## src/rtl/axi_stream_traffic_scheduler.sv

```systemverilog
`default_nettype none
// ============================================================================
//  Module      : axi_stream_traffic_scheduler
//  Description : Gates the AXI-stream traffic generator enable into bursts of
//                a programmed number of beats, separated by an idle gap and
//                repeated a programmed number of times (0 = until stop).
//                Beats are counted from the generator's issue handshake.
//  Revision    : 1.0  initial release
// ============================================================================
module axi_stream_traffic_scheduler #(
    parameter int COUNTER_WIDTH = 16
) (
    input  logic                     clock,
    input  logic                     reset,
    input  logic                     start,
    input  logic                     stop,
    input  logic [COUNTER_WIDTH-1:0] burst_length,
    input  logic [COUNTER_WIDTH-1:0] burst_gap,
    input  logic [COUNTER_WIDTH-1:0] n_bursts,
    input  logic                     gen_valid,
    input  logic                     gen_ready,
    output logic                     gen_enable,
    output logic                     busy,
    output logic                     burst_done,
    output logic                     sequence_done,
    output logic                     aborted,
    output logic                     config_error,
    output logic [COUNTER_WIDTH-1:0] bursts_completed
);

    typedef enum logic [1:0] {
        S_IDLE  = 2'd0,
        S_BURST = 2'd1,
        S_DRAIN = 2'd2,
        S_GAP   = 2'd3
    } state_t;

    localparam logic [COUNTER_WIDTH-1:0] C_ZERO = {COUNTER_WIDTH{1'b0}};
    localparam logic [COUNTER_WIDTH-1:0] C_ONE  = {{(COUNTER_WIDTH-1){1'b0}}, 1'b1};

    state_t                   state_q, state_d;
    logic [COUNTER_WIDTH-1:0] len_q, len_d;
    logic [COUNTER_WIDTH-1:0] gap_q, gap_d;
    logic [COUNTER_WIDTH-1:0] nb_q, nb_d;
    logic [COUNTER_WIDTH-1:0] beat_cnt_q, beat_cnt_d;
    logic [COUNTER_WIDTH-1:0] gap_cnt_q, gap_cnt_d;
    logic [COUNTER_WIDTH-1:0] bursts_completed_q, bursts_completed_d;
    logic                     gen_enable_q, gen_enable_d;
    logic                     busy_q, busy_d;
    logic                     burst_done_q, burst_done_d;
    logic                     sequence_done_q, sequence_done_d;
    logic                     aborted_q, aborted_d;
    logic                     config_error_q, config_error_d;

    // The generator fetches a word in the cycle it is enabled, downstream is
    // ready and it is not already presenting one.
    logic                     issue;
    logic [COUNTER_WIDTH-1:0] bursts_inc;

    assign issue      = gen_enable_q & gen_ready & ~gen_valid;
    assign bursts_inc = bursts_completed_q + C_ONE;

    // Next-state, counter and pulse logic; every output is re-registered so
    // gen_enable and the status pulses never follow inputs combinationally.
    always_comb begin
        state_d            = state_q;
        len_d              = len_q;
        gap_d              = gap_q;
        nb_d               = nb_q;
        beat_cnt_d         = beat_cnt_q;
        gap_cnt_d          = gap_cnt_q;
        bursts_completed_d = bursts_completed_q;
        burst_done_d       = 1'b0;
        sequence_done_d    = 1'b0;
        aborted_d          = 1'b0;
        config_error_d     = 1'b0;

        case (state_q)
            S_IDLE: begin
                // stop in the same cycle as start suppresses everything
                if (start && !stop) begin
                    if (burst_length == C_ZERO) begin
                        config_error_d = 1'b1;
                    end else begin
                        len_d              = burst_length;
                        gap_d              = burst_gap;
                        nb_d               = n_bursts;
                        beat_cnt_d         = C_ZERO;
                        bursts_completed_d = C_ZERO;
                        state_d            = S_BURST;
                    end
                end
            end
            S_BURST: begin
                if (stop) begin
                    aborted_d = 1'b1;
                    state_d   = S_IDLE;
                end else if (issue) begin
                    if (beat_cnt_q == len_q - C_ONE) begin
                        state_d = S_DRAIN;
                    end else begin
                        beat_cnt_d = beat_cnt_q + C_ONE;
                    end
                end
            end
            S_DRAIN: begin
                // the last beat is on the bus this cycle; the burst only
                // counts if it is not aborted here
                if (stop) begin
                    aborted_d = 1'b1;
                    state_d   = S_IDLE;
                end else begin
                    burst_done_d       = 1'b1;
                    bursts_completed_d = bursts_inc;
                    if ((nb_q != C_ZERO) && (bursts_inc == nb_q)) begin
                        sequence_done_d = 1'b1;
                        state_d         = S_IDLE;
                    end else if (gap_q == C_ZERO) begin
                        beat_cnt_d = C_ZERO;
                        state_d    = S_BURST;
                    end else begin
                        gap_cnt_d = C_ZERO;
                        state_d   = S_GAP;
                    end
                end
            end
            S_GAP: begin
                if (stop) begin
                    aborted_d = 1'b1;
                    state_d   = S_IDLE;
                end else if (gap_cnt_q == gap_q - C_ONE) begin
                    beat_cnt_d = C_ZERO;
                    state_d    = S_BURST;
                end else begin
                    gap_cnt_d = gap_cnt_q + C_ONE;
                end
            end
            default: begin
                state_d = S_IDLE;
            end
        endcase

        gen_enable_d = (state_d == S_BURST);
        busy_d       = (state_d != S_IDLE);
    end

    // State and counter registers with synchronous active-low reset.
    always_ff @(posedge clock) begin
        if (!reset) begin
            state_q            <= S_IDLE;
            len_q              <= C_ZERO;
            gap_q              <= C_ZERO;
            nb_q               <= C_ZERO;
            beat_cnt_q         <= C_ZERO;
            gap_cnt_q          <= C_ZERO;
            bursts_completed_q <= C_ZERO;
            gen_enable_q       <= 1'b0;
            busy_q             <= 1'b0;
            burst_done_q       <= 1'b0;
            sequence_done_q    <= 1'b0;
            aborted_q          <= 1'b0;
            config_error_q     <= 1'b0;
        end else begin
            state_q            <= state_d;
            len_q              <= len_d;
            gap_q              <= gap_d;
            nb_q               <= nb_d;
            beat_cnt_q         <= beat_cnt_d;
            gap_cnt_q          <= gap_cnt_d;
            bursts_completed_q <= bursts_completed_d;
            gen_enable_q       <= gen_enable_d;
            busy_q             <= busy_d;
            burst_done_q       <= burst_done_d;
            sequence_done_q    <= sequence_done_d;
            aborted_q          <= aborted_d;
            config_error_q     <= config_error_d;
        end
    end

    assign gen_enable       = gen_enable_q;
    assign busy             = busy_q;
    assign burst_done       = burst_done_q;
    assign sequence_done    = sequence_done_q;
    assign aborted          = aborted_q;
    assign config_error     = config_error_q;
    assign bursts_completed = bursts_completed_q;

endmodule
`default_nettype wire

```

## config.mk

```make
export PLATFORM = sky130hd
export DESIGN_NAME = axi_stream_traffic_scheduler
export DESIGN_NICKNAME = d
export VERILOG_FILES = /design/src/rtl/axi_stream_traffic_scheduler.sv
export SDC_FILE = /design/constraint.sdc
export NUM_CORES = 1
export LEC_CHECK = 0
export BUFFER_PORTS_ARGS = -buffer_cell sky130_fd_sc_hd__buf_2
export CORE_ASPECT_RATIO = 0.7
export CORE_MARGIN = 2
export CORE_UTILIZATION = 40
export CTS_CLUSTER_SIZE = 24
export DETAILED_ROUTE_END_ITERATION = 6
export PLACE_DENSITY = 0.64
export SLEW_MARGIN = 20
export SYNTH_ARGS = -nofsm -noshare
export SYNTH_HDL_FRONTEND = slang
export SYNTH_SLANG_ARGS = --single-unit
```

## constraint.sdc

```tcl
create_clock -name clock -period 4.8 [get_ports clock]
set_input_delay 0.72 -clock clock [delete_from_list [all_inputs] [get_ports clock]]
set_output_delay 0.72 -clock clock [all_outputs]
set_load 0.02 [all_outputs]
```

==> metrics.yaml <==
clock_network:
  clockBufferDepth: 2
  post_cts_buffers: 0
  clkSinkCount: 104
  ctsResizeCount: 0
  htree_levels: 3
  insertion_delay_ps: 360
  cts_buffers: 9
  ctsHoldBuffers: 0
  clk_pin_slew_worst_paths_ps: 70
  cts_tree: "done"
  cts-root-buf: "clkbuf_16"
timing:
  setup_tns_ps: 0
  slew_violations: 0
  worst_slew_pin_slew_ps: 943
  max_freq_mhz: 240
  finalSetupViolations: 0
  relSlewSlack_pct: 37.2
  finalCriticalPeriod_ps: 4170
  grt_setup_unrepaired: "false"
  hold_viol: 0
  finalClockSkew_ps: 10.7
  fin_crit_sh_pct: 86.9
setup_path:
  crit_buf_inv: 1
  cp.arrival_ps: 4460
  cp-start-kind: "flip-flop"
  cp-end-kind: "flip-flop"
  path_cells: "inv_1 -> ha_1 -> nor4b_2 -> nand2_2 -> or4_1 -> xnor2_1 -> nor4_2 -> a31oi_2 -> or4_1 -> or4_1 -> a21oi_1"
  r2r_slack_ps: 630
  reg2reg_from: "gap_q[0]"
  worstPathMaxFanout: 25
  critPathKind: "reg2reg"
  startpoint: "gap_q[0]"
  cpMostUsedCell: "or4_1"
  critical-path-top-delay-family: "simple AND/OR/NAND/NOR gates"
  crit_end: "beat_cnt_q[13]"
  r2r_cells: 11
  crit_slowest_cell: "or4_1"
  r2r_end: "beat_cnt_q[13]"
  critPathMaxStageDelay_ps: 950
  worstPathRequired_ps: 5080
  cp.depth: 11
global_route:
  grt_start_max_net_pins: 42
  antenna_found_initial: 0
  grtUsageTotal_pct: 20.9
  grt_pass1_wl_mm: 26.8
  grt_pass1_vias: 5105
  grt_overflow: 0
route:
  vias_per_cell: 5.60
  postRouteAntennaNets: 0
  dr.pass1.iters: 5
  num_vias: 5821
  drcViolationCount: 0
  wire_per_inst_um: 15.7
  wl_met2_mm: 6.48
  dr.max_layer_used: "met4"
  first_iter_violations: 409
  finalWirelength_mm: 16.3
  detail_route.wirelength.met1_mm: 8.65
  wl_met3_mm: 1.02
synth:
  synthArstFlopShare_pct: 0
  syn-instance-count: 786
  synth_warnings: 0
  syn_area_um2: 6090
  ys.flop_type: "dfxtp_1"
  syn_nets: 845
  synth_seq_area_share_pct: 34.2
  synth_area_per_cell_um2: 7.74
  ys_types: 59
  synth-seq-cells: 104
  synth_edf_count: 0
power_and_ir_drop:
  p_leak_uw: 0.00256
  power_density_nw_per_um2: 277
  ir_worst_vdd_mv: 0.138
placed_design:
  dpl.hpwl_mm: 12.0
  place_area_um2: 6620
  io_buffer_count: 75
  routabilityCongestion: 0.955
floorplan:
  die_w_um: 151
  design.die.area_um2: 16200
  core_area_um2: 14800
  io_pins: 76
  placementRows: 37
  initial_core_util_pct: 41.2
  die_y_um: 107
layout:
  finalNetCount: 899
  drive_gt1_share_pct: 13.4
  regArea_um2: 2080
  antenna_cells: 0
  area_growth_pct: 13.3
  design_area_um2: 6900
  multi_input_area_um2: 3800
  fill_cells: 1461
status:
  outcome: "completed"
min_path:
  hold_path.class: "reg2reg"
run:
  drv_cap: 0
## power breakdown
group	internal, µW	switching, µW	total [µW]
clock	379	342	720
sequential	884	32.8	917
combinational	117	153	270
total	1380	527	1910
## how the worst min path moves through the flow
stage / from / end / cells past startpoint
floorplan: len_q[15] / len_q[15] / 2
global placement: len_q[15] / len_q[15] / 2
detailed placement: len_q[15] / len_q[15] / 2
CTS: len_q[15] / len_q[15] / 2
global route: gap_q[12] / gap_q[12] / 2
finish: len_q[15] / len_q[15] / 2
## layout by cell type, fill, tap and decap left out, drive strengths merged, types with 4 or more instances in the layout
cell type    n
nor3        15
nand2      140
nor2b        4
nand4       19
o31ai       16
nor4        23
xor2        27
nor3b        4
a21boi      55
and3        15
nand2b      10
clkbuf      11
o211ai      10
buf         83
o2111ai      4
xnor2       36
nand3       21
ha           5
a31oi        4
or3         21
and2         7
or4         17
a21oi       36
inv         16
o21ai       50
nor2        46
mux2i        5
dfxtp      104
## kinds of logic after synthesis
group	Yosys count	share of synthesized area, %
compound gates	196	21.1
xor+xnor	63	9.06
fa+ha+maj	5	1.03
buf+inv	55	3.64
flops	104	34.2
mux	5	0.822
simple gates	358	30.1
## tightest hold or removal path: cells and delay by family (launching register included)
| family | cells | cell delay, ps |
|---|---|---|
| simple gates | 1 | 50 |
| flops | 1 | 330 |
| compound gates | 1 | 60 |
## routing by layer
metal | vias up | GRT usage (%)
li1 | 2941 | -
met1 | 2694 | 32.1
met2 | 173 | 29.6
met3 | 13 | 4.17
met4 | 0 | 4.54
met5 | - | 0
## registers in the layout, indices dropped and copies added (netlist names), 2 cells and up
register / cells
beat_cnt_q: 16
bursts_completed: 16
gap_cnt_q: 16
gap_q: 16
len_q: 16
nb_q: 16
state_q: 2
## Yosys cell counts (all sizes together), types with 3 or more instances
master | n | area, µm²
xnor2 | 36 | 315
nand3 | 21 | 105
nand2b | 10 | 62.6
or3 | 21 | 131
nor2b | 4 | 25.0
clkbuf | 31 | 116
nand4 | 19 | 119
nor4b | 3 | 32.5
inv | 15 | 56.3
mux2i | 5 | 50.1
o2111ai | 4 | 35.0
dfxtp | 104 | 2080
a31oi | 4 | 31.3
or2 | 3 | 18.8
a21oi | 36 | 180
and3 | 15 | 93.8
nor3b | 4 | 35.0
or4 | 17 | 131
a21boi | 55 | 413
and4 | 3 | 26.3
o31ai | 16 | 120
ha | 5 | 62.6
o21ai | 50 | 250
nor3 | 15 | 80.1
nand2 | 140 | 528
nor2 | 46 | 173
o211ai | 10 | 75.1
xor2 | 27 | 236
buf | 9 | 48.8
and2 | 7 | 43.8
nor4 | 23 | 169
o21a | 3 | 22.5
## per-stage QoR
| stage | total power, µW | utilization (%) | hold slack (ps) | instances | setup WS [ps] |
|---|---|---|---|---|---|
| floorplan | 1120 | - | 457 | 786 | 1400 |
| global placement | 1200 | 44.8 | 478 | 1024 | 784 |
| detailed placement | 1200 | 44.8 | 481 | 1024 | 682 |
| CTS | 1920 | 46.7 | 491 | 1039 | 652 |
| global route | 1990 | 46.7 | 523 | 1039 | 375 |
| finish | 1910 | 46.7 | 492 | 1039 | 627 |
## layout make-up
class	count	area share, %
Clock buffer	11	3.66
Multi-Input combinational cell	627	55.1
Sequential cell	104	30.2
Timing Repair Buffer	83	6.31
Tap cell	195	3.54
Inverter	15	0.816
Clock inverter	4	0.417
No activity file was read; power rests on OpenSTA's default activity.
